File: src/rtl/qam16_pkg.sv
// ---------------------------------------------------------------------------
// qam16_pkg
// Constants shared by the QAM16 transmit packetizer, the mapper/slicer and the
// receive-side unpacker. No ports; import with `import qam16_pkg::*;`.
//   QAM16_SYMBOL_W    : bits carried by one QAM16 symbol (one nibble)
//   QAM16_NIBBLES_DEF : default number of symbols packed into one word
//   QAM16_WORD_W      : default packed word width
// ---------------------------------------------------------------------------
package qam16_pkg;

    localparam int QAM16_SYMBOL_W    = 4;
    localparam int QAM16_NIBBLES_DEF = 8;
    localparam int QAM16_WORD_W      = QAM16_SYMBOL_W * QAM16_NIBBLES_DEF;

endpackage : qam16_pkg

File: src/rtl/qam16_data_unpacket.sv
// ---------------------------------------------------------------------------
// qam16_data_unpacket
// Reassembles 4-bit demodulated QAM16 symbols into 4*NIBBLES-bit words. The
// first symbol of a word lands in bits [3:0]. A symbol carrying tlast closes
// the word early; unused upper nibble slots are zero and m_axis_tuser reports
// how many nibbles are valid.
//
// Ports:
//   aclk, reset            clock and synchronous active-high reset
//   s_axis_tdata/tvalid/tlast/tready   symbol input (AXI-Stream slave)
//   m_axis_tdata/tvalid/tlast/tuser/tready  word output (AXI-Stream master)
// ---------------------------------------------------------------------------
module qam16_data_unpacket
    import qam16_pkg::*;
#(
    parameter int NIBBLES = QAM16_NIBBLES_DEF,
    parameter int CNT_W   = 4
) (
    input  logic                              aclk,
    input  logic                              reset,
    input  logic [QAM16_SYMBOL_W-1:0]         s_axis_tdata,
    input  logic                              s_axis_tvalid,
    input  logic                              s_axis_tlast,
    output logic                              s_axis_tready,
    output logic [QAM16_SYMBOL_W*NIBBLES-1:0] m_axis_tdata,
    output logic                              m_axis_tvalid,
    output logic                              m_axis_tlast,
    output logic [CNT_W-1:0]                  m_axis_tuser,
    input  logic                              m_axis_tready
);

    localparam int              W        = QAM16_SYMBOL_W * NIBBLES;
    localparam logic [CNT_W-1:0] LAST_IDX = CNT_W'(NIBBLES - 1);

    logic [CNT_W-1:0] cnt_q,    cnt_d;
    logic [W-1:0]     asm_q,    asm_d;
    logic [W-1:0]     tdata_q,  tdata_d;
    logic             tvalid_q, tvalid_d;
    logic             tlast_q,  tlast_d;
    logic [CNT_W-1:0] tuser_q,  tuser_d;

    logic [W-1:0]     merged;
    logic             accept;
    logic             complete;

    // Combinational path from m_axis_tready: the single output register can
    // take a new word in the same cycle the current one is consumed, which is
    // what gives one symbol per clock without a skid buffer.
    assign s_axis_tready = !reset && (!tvalid_q || m_axis_tready);
    assign accept        = s_axis_tvalid && s_axis_tready;
    assign complete      = accept && (s_axis_tlast || (cnt_q == LAST_IDX));

    // Assembly word with the incoming nibble placed in slot cnt. Slots above
    // cnt are forced to zero so a short (tlast) word never carries stale data.
    always_comb begin
        merged = '0;
        for (int i = 0; i < NIBBLES; i++) begin
            if (i < int'(cnt_q)) begin
                merged[i*QAM16_SYMBOL_W +: QAM16_SYMBOL_W] = asm_q[i*QAM16_SYMBOL_W +: QAM16_SYMBOL_W];
            end else if (i == int'(cnt_q)) begin
                merged[i*QAM16_SYMBOL_W +: QAM16_SYMBOL_W] = s_axis_tdata;
            end
        end
    end

    always_comb begin
        cnt_d    = cnt_q;
        asm_d    = asm_q;
        tdata_d  = tdata_q;
        tvalid_d = tvalid_q;
        tlast_d  = tlast_q;
        tuser_d  = tuser_q;

        if (tvalid_q && m_axis_tready) begin
            tvalid_d = 1'b0;
        end

        // A completing beat overrides the consume above so tvalid stays high
        // when a word is handed off and the next one lands in the same cycle.
        if (accept) begin
            if (complete) begin
                cnt_d    = '0;
                asm_d    = '0;
                tdata_d  = merged;
                tuser_d  = cnt_q + 1'b1;
                tlast_d  = s_axis_tlast;
                tvalid_d = 1'b1;
            end else begin
                cnt_d = cnt_q + 1'b1;
                asm_d = merged;
            end
        end
    end

    always_ff @(posedge aclk) begin
        if (reset) begin
            cnt_q    <= '0;
            asm_q    <= '0;
            tdata_q  <= '0;
            tvalid_q <= 1'b0;
            tlast_q  <= 1'b0;
            tuser_q  <= '0;
        end else begin
            cnt_q    <= cnt_d;
            asm_q    <= asm_d;
            tdata_q  <= tdata_d;
            tvalid_q <= tvalid_d;
            tlast_q  <= tlast_d;
            tuser_q  <= tuser_d;
        end
    end

    assign m_axis_tdata  = tdata_q;
    assign m_axis_tvalid = tvalid_q;
    assign m_axis_tlast  = tlast_q;
    assign m_axis_tuser  = tuser_q;

endmodule : qam16_data_unpacket

File: config.mk
export PLATFORM = sky130hd
export DESIGN_NAME = qam16_data_unpacket
export DESIGN_NICKNAME = d
export VERILOG_FILES = /design/src/rtl/qam16_pkg.sv /design/src/rtl/qam16_data_unpacket.sv
export SDC_FILE = /design/constraint.sdc
export NUM_CORES = 1
export LEC_CHECK = 0
export CAP_MARGIN = 20
export CORE_UTILIZATION = 58
export DETAILED_ROUTE_END_ITERATION = 12
export HOLD_SLACK_MARGIN = 0.12
export MAX_ROUTING_LAYER = met4
export PLACE_DENSITY = 0.81
export SLEW_MARGIN = 20
export SYNTH_ARGS = -nofsm -noshare
export SYNTH_HDL_FRONTEND = slang
export SYNTH_SLANG_ARGS = --single-unit
File: constraint.sdc
create_clock -name aclk -period 3.1 [get_ports aclk]
set_clock_uncertainty 0.2 [all_clocks]
set_input_delay 0.465 -clock aclk [delete_from_list [all_inputs] [get_ports aclk]]
set_output_delay 0.465 -clock aclk [all_outputs]
set_load 0.02 [all_outputs]
======== Word-level counts from Yosys, hierarchy flattened ========
Index checks and enable logic that the tools add are counted.
cells by class
  eq/ne operators ......................... 8
  mux-type cells .......................... 21
  order comparisons ....................... 8
  reduce and logical (&&, ||, !) cells .... 10
  add/sub/neg operators ................... 1
operator list
  cell                                                       count
  2-to-1 mux 4 bit                                           17
  2-to-1 mux 32 bit                                          1
  == test 4 bit, first input constant                        4
  less-than comparator 3 x 4 -> 1 bit, first input constant  4
  == test 3 x 4 -> 1 bit, first input constant               2
  less-than comparator 1 x 4 -> 1 bit, first input constant  2
  less-than comparator 2 x 4 -> 1 bit, first input constant  2
  adder 4 x 1 -> 4 bit, second input constant                1
  == test 2 x 4 -> 1 bit, first input constant               1
  == test 4 x 3 -> 1 bit, second input constant              1
  logical AND 1 bit                                          4
  logical NOT 4 bit                                          1
  2-to-1 mux 1 bit                                           3
  logical NOT 1 bit                                          2
  logical OR 1 bit                                           2
  AND reduction 2 bit                                        1
storage, ports and cells
  input bits .............................. 9
  output and inout port bits .............. 39
  flip-flop bits (word level) ............. 74

======== Logic depth before layout (Yosys ltp) ========
  word-level depth ........................ 7
  depth in mapped cells ................... 7

======== Least setup slack after synthesis ========
No wires, ideal clock.
  path kind ............................... register -> register
  start ................................... reg cnt_q[1]
  end ..................................... reg asm_q[20]
  data required time ...................... 2.772 ns
  stages on the path, launching flop included .. 8
  path slack .............................. 1.160 ns
  period minus slack after synthesis ...... 1.940 ns
  arrival ................................. 1.613 ns
  path through ............................ dfxtp_1 -> clkbuf_1 -> inv_1 -> ha_1 -> and4bb_2 -> a22o_1 -> a22oi_1 -> nor2_1
on the way
  word-level cells in the longest chain between the ends .. 4
ends and longest elaborated chain
  element                                                                      line                        text
  start: declaration                                                           qam16_data_unpacket.sv:35   logic [CNT_W-1:0] cnt_q, cnt_d;
  start signal: assignment                                                     qam16_data_unpacket.sv:104  cnt_q <= cnt_d;
  branches (longest 3 deep; another with less-than comparator 3 x 4 -> 1 bit)  --
  2-to-1 mux 32 bit (*)                                                        qam16_data_unpacket.sv:81   if (complete) begin
  end signal: assignment                                                       qam16_data_unpacket.sv:105  asm_q <= asm_d;
  end: declaration                                                             qam16_data_unpacket.sv:36   logic [W-1:0] asm_q, asm_d;
Mark *: on every way between the ends.
A chain may end at the register's enable or synchronous reset.

======== Worst setup path in the final report ========
  start ................................... in m_axis_tready
  end ..................................... out s_axis_tready
on the way
  word-level cells in the longest chain between the ends .. 2
ends and longest elaborated chain
  element             line                       text
  start: declaration  qam16_data_unpacket.sv:29  input logic m_axis_tready
  logical OR 1 bit    qam16_data_unpacket.sv:49  assign s_axis_tready = !reset && (!tvalid_q || m_axis_tready);
  logical AND 1 bit   qam16_data_unpacket.sv:49
  end: declaration    qam16_data_unpacket.sv:24  output logic s_axis_tready,
Every way passes these cells.

==> run metrics <==
adder-cell share of the synthesized area=1.93%; Initial Util=between 60% and 70%; Non-Filler Instances=506; fin. max-slew vios=0; most used cell, CP=clkdlybuf4s50_1; First-pass DRT Iterations=5; Crit-path slowest cell=clkdlybuf4s50_1; syn_nets=412; Slew @ Worst Pin=0.765 ns; Clock Tree Buf Depth=2; Top Family by Delay on Critical Path=buffers and inverters; Cells after Synth=398; warnings from Yosys=0; Seq cells post-synth=74; DR WL/cell=15.0 um; postcts setup bufs=0; crit-path cells=clkdlybuf4s50_1 > nor2b_1 > nor2_1 > clkdlybuf4s50_1; ys flop type=dfxtp_1; die width=76.7 um; post_cts resized=0; reg2reg start=cnt_q[1]$_SDFFE_PP0P_; R2R Setup Slk=0.73 ns; Crit path largest cell delay=0.53 ns; largest net degree at the start of global routing=75; ranking of synthesized cells by area=dfxtp_1 46%, nor2_1 7.8%, a22oi_1 5.6%; Final Critical Period=2.38 ns; Synth top area share=a little under half; post-place setup slack=0.738 ns; Num CTS Buffers=9; gr usage total=28.5%; vias in the first global route=2733; die area=5890 um2; cell depth of the worst hold path=2; remaining global-route overflow=0; Crit. End Element=primary output; Net count, final=445; synth unique cells=37; Slew HR=between 40% and 50%; Setup CP Type=primary input to primary output; number of diodes=0; Synth Area in Compound Gates=20.8%; fraction of registers with async set/reset=0%; Tcrit/Tclk final=76.7%; Worst R2R End=m_axis_tdata[25]$_SDFFE_PP0P_; total vias in the final route=2950; Cell Area, Synth=3240 um2; worst skew pair latency=approximately 0.34 ns; core box area=around 5200 um2; FF-to-FF path depth=5; global-route wire length before repair=13000 um; CTS sink count=74; H-tree Lvls=3; total power=1.81 mW; hold_buf cts=0; status=complete, no violations; setup ws final=0.722 ns; layout cells sized above 1=8.94%; critical path fanouts, max=3; Syn-to-layout area delta=19.4%; simple-gate share of the synthesized area=24.2%; I/O Buffers=47; antenna violations before repair=0; Final ANT Viol Nets=0; maximum clock rate=420 MHz; setup_tns=0 ns; DRC=0; RSZ-0062 raised after global routing=no; vias per cell=slightly below 6; CTS tree=done; root buf cell=clkbuf_8; Boundary Pins=48; final setup vio count=0; CTS clock-pin slew for the worst setup and hold paths=0.07 ns; Post-Place Cells=490; Crit path arrival time=around 1.7 ns; Data required, critical path=about 2.4 ns; xor/xnor share of the synthesized area=0.270%; CP startpoint=m_axis_tready; final WL=7610 um; largest area contributor in the netlist=dfxtp_1; Die Ht=76.7 um; endpoints failing hold=0; worst hold path type=flop to flop; Avg Inst Size Synth=around 8.1 um2; number of flops mapped to enable cells by yosys=0; hold endpoint=m_axis_tuser[1]$_SDFFE_PP0P_; most common cell in the synthesized netlist=dfxtp_1; min-delay src=m_axis_tuser[1]$_SDFFE_PP0P_; Routability Congestion=0.796; DP HPWL=4720 um; Pwr Density=469 nW/um2; max_cap viols=0; post-synthesis mux area share=between 1 and 1.5%; register area share after synthesis=45.7%; cell leakage power=between 1 and 1.5 nW; DR iter-0 viols=282; row cnt=26; CP Launch Type=primary input; top cells by count, synth=74 x dfxtp_1, 67 x nor2_1, 48 x nand2_1; Peak VDD IR=0.000392 V; Worst Path Buf+Inv=2; largest family of logic cells by synthesized area=simple AND/OR/NAND/NOR gates
-- cells by family after synthesis --
family	after synthesis
XOR/XNOR	1
buffers and inverters	39
AND/OR/NAND/NOR	174
AO/OA/AOI/OAI	101
adder cells (fa/ha/maj)	5
flip-flops	74
multiplexers	4
-- placed cells by master (no fill, tap or decap), types with 2 or more instances in the layout --
| cell type | count |
|---|---|
| ha_1 | 5 |
| nor3_1 | 21 |
| nand3b_1 | 5 |
| clkbuf_8 | 10 |
| clkbuf_1 | 3 |
| nand2b_1 | 2 |
| or3_1 | 2 |
| a22oi_1 | 24 |
| clkinv_2 | 3 |
| nor2_1 | 67 |
| a21o_1 | 2 |
| mux2_2 | 4 |
| nor2b_1 | 2 |
| dfxtp_1 | 74 |
| a21oi_1 | 24 |
| nand3_1 | 16 |
| a211oi_2 | 5 |
| a22o_1 | 8 |
| clkdlybuf4s50_1 | 46 |
| nor3b_1 | 2 |
| o31ai_1 | 8 |
| inv_1 | 4 |
| buf_4 | 10 |
| nand2_1 | 48 |
| o21ai_0 | 27 |
-- worst min-delay path, cell delays in order (launching register included) --
cell,delay [ns]
dfxtp_1,0.31
nand2_1,0.05
a21oi_1,0.05
-- through the flow --
step	utilization [%]	hold WS (ns)	cell area [um2]
final	73.8	0.253	3870
after global routing	73.8	0.278	3870
after CTS	73.8	0.257	3870
after detailed placement	70.7	0.248	3700
after global placement	70.7	0.238	3700
after floorplan	-	0.233	3240
-- registers in the layout, indices dropped and copies added, names as in the netlist --
name	cells
asm_q	32
cnt_q	4
m_axis_tdata	32
m_axis_tlast	1
m_axis_tuser	4
m_axis_tvalid	1
-- metal layers --
layer	part of all wire, %	GRT usage (%)	up-vias
li1	-	-	1446
met1	46	35.9	1384
met2	46	44.1	106
met3	6.1	5.95	14
met4	1.8	12.7	0
met5	0	-	-
-- power breakdown --
part / total, mW / switching, mW / internal (mW)
logic: 0.185 / 0.112 / 0.0730
clock network: 0.645 / 0.336 / 0.309
registers: 0.982 / 0.0111 / 0.971
total: 1.81 / 0.459 / 1.35
-- worst max-delay path by stage --
| stage | cells past startpoint | slack, ns | endpoint |
|---|---|---|---|
| 6_report | 4 | 0.72 | s_axis_tready |
| 5_1_grt | 5 | 0.55 | m_axis_tdata[27]$_SDFFE_PP0P_ |
| 4_1_cts | 4 | 0.72 | s_axis_tready |
| 3_5_place_dp | 4 | 0.74 | s_axis_tready |
| 3_3_place_gp | 4 | 0.75 | s_axis_tready |
| 2_1_floorplan | 7 | 1.16 | asm_q[20]$_SDFFE_PP0P_ |
-- layout make-up --
| type | instances | area [um2] |
|---|---|---|
| clock buffer | 13 | 149 |
| clock inverter | 3 | 15.0 |
| fill | 411 | 1370 |
| sequential | 74 | 1480 |
| inverter | 4 | 15.0 |
| tap | 70 | 87.6 |
| multi-input combinational | 285 | 1580 |
| timing repair buffer | 57 | 541 |
Note: power is estimated with default switching activity, not from simulation.
